### src/rtl/counter_mod_updown.sv
// Modulo-N up/down counter with load, wrap/saturate, cascade terminal count, sticky overflow and event count.
// out/ovf/events update one edge after a sampled command; tc is combinational; no backpressure, one step per cycle.
module counter_mod_updown #(
  parameter int MODULO    = 10,
  parameter int WIDTH     = $clog2(MODULO),
  parameter int SATURATE  = 0,
  parameter int EVT_WIDTH = 8
) (
  input  logic                 clk,
  input  logic                 rst,
  input  logic                 ce,
  input  logic                 up,
  input  logic                 load,
  input  logic [WIDTH-1:0]     din,
  input  logic                 clr,
  output logic [WIDTH-1:0]     out,
  output logic                 tc,
  output logic                 ovf,
  output logic [EVT_WIDTH-1:0] events
);

  localparam logic [WIDTH-1:0] MAX = WIDTH'(MODULO - 1);

  logic                 at_top;
  logic                 at_bot;
  logic                 din_big;
  logic                 ovf_set;
  logic [WIDTH-1:0]     nxt_out;
  logic                 nxt_ovf;
  logic [EVT_WIDTH-1:0] ev_base;
  logic [EVT_WIDTH-1:0] nxt_events;

  assign at_top  = (out == MAX);
  assign at_bot  = (out == '0);
  assign din_big = (din > MAX);

  // tc marks exactly the cycles whose edge performs a boundary event, so it drives both cascading and the flags.
  assign tc      = rst & ce & ~load & ((up & at_top) | (~up & at_bot));
  assign ovf_set = tc | (load & din_big);

  always_comb begin
    nxt_out = out;
    if (load) begin
      nxt_out = din_big ? MAX : din;
    end else if (ce) begin
      if (tc) begin
        if (SATURATE == 0) nxt_out = up ? '0 : MAX;
      end else if (up) begin
        nxt_out = out + WIDTH'(1);
      end else begin
        nxt_out = out - WIDTH'(1);
      end
    end
  end

  // Clear applies first so a coincident boundary event leaves events at exactly one.
  always_comb begin
    nxt_ovf    = ovf_set | (ovf & ~clr);
    ev_base    = clr ? '0 : events;
    nxt_events = ev_base;
    if (tc && (ev_base != {EVT_WIDTH{1'b1}})) nxt_events = ev_base + EVT_WIDTH'(1);
  end

  always_ff @(posedge clk or negedge rst) begin
    if (!rst) begin
      out    <= '0;
      ovf    <= 1'b0;
      events <= '0;
    end else begin
      out    <= nxt_out;
      ovf    <= nxt_ovf;
      events <= nxt_events;
    end
  end

endmodule
### config.mk
export PLATFORM = sky130hd
export DESIGN_NAME = counter_mod_updown
export DESIGN_NICKNAME = d
export VERILOG_FILES = /design/src/rtl/counter_mod_updown.sv
export SDC_FILE = /design/constraint.sdc
export NUM_CORES = 1
export LEC_CHECK = 0
export BUFFER_PORTS_ARGS = -buffer_cell sky130_fd_sc_hd__buf_2
export CORE_MARGIN = 8
export CORE_UTILIZATION = 50
export DETAILED_ROUTE_END_ITERATION = 10
export GPL_ROUTABILITY_DRIVEN = 0
export GPL_TIMING_DRIVEN = 0
export PLACE_DENSITY_LB_ADDON = 0.12
export SLEW_MARGIN = 25
export SYNTH_ARGS = -nofsm -noshare
export SYNTH_HDL_FRONTEND = slang
export SYNTH_SLANG_ARGS = --single-unit
### constraint.sdc
create_clock -name clk -period 4.69 [get_ports clk]
set_input_delay 0.2345 -clock clk [delete_from_list [all_inputs] [get_ports clk]]
set_output_delay 0.2345 -clock clk [all_outputs]
set_load 0.05 [all_outputs]
==> out/results.ini <==
[synth]
yosys_most_used_dff = dfrtp_1
syn_area_um2 = 866
async_flop_share_pct = 100
synth.most_common_cell = dfrtp_1
synth_top_family_by_area = simple AND/OR/NAND/NOR gates
ys_seq_area_share_pct = 37.6
ys_ff_latch = 13
synth_compound_area_share_pct = 11.4
avgSynthCellArea_um2 = 9.84
synth_warnings = 0
synthCells = 88
synth-xor-area-share_pct = 9.10
synth_common_cells = 13 x dfrtp_1, 11 x nor2_1, 7 x inv_1, 7 x xnor2_1
syn_nets = 102
synth_edf_count = 0
yosys.cell_types.count = 32
synthMuxAreaShare_pct = 3.03
synth_top_area_cell = dfrtp_1
synth_top_area_share_pct = 37.6
synthAdderAreaFrac_pct = 6.65
yosys-top-cells-area = dfrtp_1 38%, xnor2_1 7.1%, nor2_1 4.8%, ha_1 4.3%, nor2b_1 3.6%
yosys.area_share.simple_pct = 28.2

[critical_path]
crit_chain = nor2b_1 -> ha_1 -> nand2_1 -> nor4_2 -> nor3_2 -> nand3_1 -> mux2_4
critPathMaxFanout = 4
cpPeakStageDelay_ns = 0.49
cp-end-kind = flop
crit_path_top_delay_cell = nor4_2
startpoint_type = flop
worstPathRequired_ns = 4.85
cp.arrival_ns = 2.21
critical_path_buf_inv_count = 0
crit_type = reg2reg
path_delay_family = simple AND/OR/NAND/NOR gates

[layout]
drive_gt1_share_pct = 30.4
seq_area_um2 = 325
syn2layout_area_growth_pct = 19.4
multi_input_area_um2 = 505
fin_nets = 130
antenna_cells = 0
instances_no_fill = 132
post-route-util_pct = 61.9
n_fill_cell = 145

[route]
drt.antenna.violating_nets = 0
drc = 0
num_vias = 720
drt-pass1-iter-count = 4
drt_iter0_drc = 13
wl_per_cell_um = 13.5
totalWireLength_mm = 1.78
avgViaCountPerCell = 5.45

[flow_run]
drv_cap = 0

[floorplan]
start_util_pct = 51.8
num_io_pins = 24
die_h_um = 57.6
rows = 15
coreArea_mm2 = 0.00167
die_w_um = 57.6
die_area_mm2 = 0.00332

[run_status]
status = finished, final reports clean

[pwr]
ir_drop_uv = 160
p_leak_nw = 0.515
power_w = 0.000285
powerDensity_mw_per_mm2 = 276

[placed_design]
place_hpwl_mm = 1.42
dp.cells = 127
place.port_buffers = 22

[clock_network]
cts_tree = done
cts_resized = 0
clk_pin_slew_ns = 0.08
clk_latency_ns = 0.27
root_buffer = clkbuf_4
cts_buffers = 3
cts_setup_buffers = 0
clock_path_buffers = 2
cts_hold_buffers = 1
clock-sinks = 13
cts_max_level = 1

[timing]
slew_headroom_pct = 67.2
maxSlewViolCount = 0
rsz0062_at_grt = false
final.setup_skew_ns = 0.00338
setup_viol_count_final = 0
fmax_mhz = 489
final.setup.tns_ns = 0
finalCriticalPeriod_ns = 2.05
fin_crit_sh_pct = 43.6
hold_viol_final = 0
worst_pin_slew_ns = 0.489

[global_routing]
grt_overflow = 0
grt_use_total_pct = 11.8
grt_pass1_wl_mm = 3.14
grt_start_max_net_pins = 15
antenna_found_initial = 0
grt_pass1_vias = 705

[worst_hold_path]
hp-class = in2reg

[path summary, 6_finish.rpt]
check | start | endpoint | slack [ns] | cells past startpoint
hold / removal | din[0] | out[0]$_DFFE_PN0P_ | 0.20 | 3
min in group asynchronous | rst | events[3]$_DFF_PN0_ | 0.39 | 2
setup reg to reg | events[0]$_DFF_PN0_ | events[5]$_DFF_PN0_ | 2.64 | 7
max in group asynchronous | rst | out[0]$_DFFE_PN0P_ | 4.04 | 2
setup / recovery | events[0]$_DFF_PN0_ | events[5]$_DFF_PN0_ | 2.64 | 7
hold reg to reg | events[6]$_DFF_PN0_ | events[6]$_DFF_PN0_ | 0.57 | 2
[registers in the layout (all words and copies together) (netlist names)]
register and flops:
ovf 1, events 8, out 4
[kinds of logic (layout without fill, tap and decap cells)]
family | count (synthesis) | in the layout
XOR/XNOR | 9 | 9
adder cells (fa/ha/maj) | 4 | 4
AO/OA/AOI/OAI | 11 | 11
flip-flops | 13 | 13
AND/OR/NAND/NOR | 40 | 40
multiplexers | 2 | 2
buffers and inverters | 9 | 36
[metrics by stage]
step	instance area [um^2]	hold WS [ns]	setup WS, ns
2_1_floorplan	866	-0.0611	2.44
4_1_cts	1030	0.199	2.62
3_3_place_gp	997	0.166	2.44
3_5_place_dp	997	0.163	2.40
5_1_grt	1030	0.218	2.50
6_report	1030	0.205	2.64
[worst min-delay path: cells and delay by family]
kind | cells | cell delay, ns
buffers and inverters | 2 | 0.14
AO/OA/AOI/OAI | 1 | 0.07
[layer usage]
layer  routed length, um  vias to the layer above  track usage (%)
met5                   0                        -                0
met2                 798                       18             17.0
li1                    -                      357                -
met4                  10                        0             5.36
met3                 111                        2             3.09
met1                 859                      343             15.8
[cell usage in the layout, fill, tap and decap left out, drive strengths merged, types with 3 or more instances in the layout]
| cell type | netlist | final |
|---|---|---|
| nor2 | 11 | 11 |
| nor3 | 3 | 3 |
| nand3 | 4 | 4 |
| o21ai | 3 | 3 |
| nor2b | 6 | 6 |
| ha | 3 | 3 |
| and3 | 3 | 3 |
| clkbuf | 1 | 5 |
| xnor2 | 7 | 7 |
| inv | 7 | 7 |
| dfrtp | 13 | 13 |
| buf | 1 | 23 |
| nand2 | 5 | 5 |
[final cells by class]
cell class              instances  share of cell area (%)
plain buffers                   2                   0.847
well taps                      17                    2.06
flip-flops and latches         13                    31.5
inverters                       7                    2.54
repair buffers                 23                    11.6
multi-input cells              66                    48.9
clock buffers                   4                    2.54
[report_power, final]
group | internal, W | total (W) | switching [W]
Sequential | 0.000119 | 0.000127 | 0.00000829
Clock | 0.0000329 | 0.0000693 | 0.0000364
Combinational | 0.0000315 | 0.0000888 | 0.0000573
No activity file was read; power rests on OpenSTA's default activity.
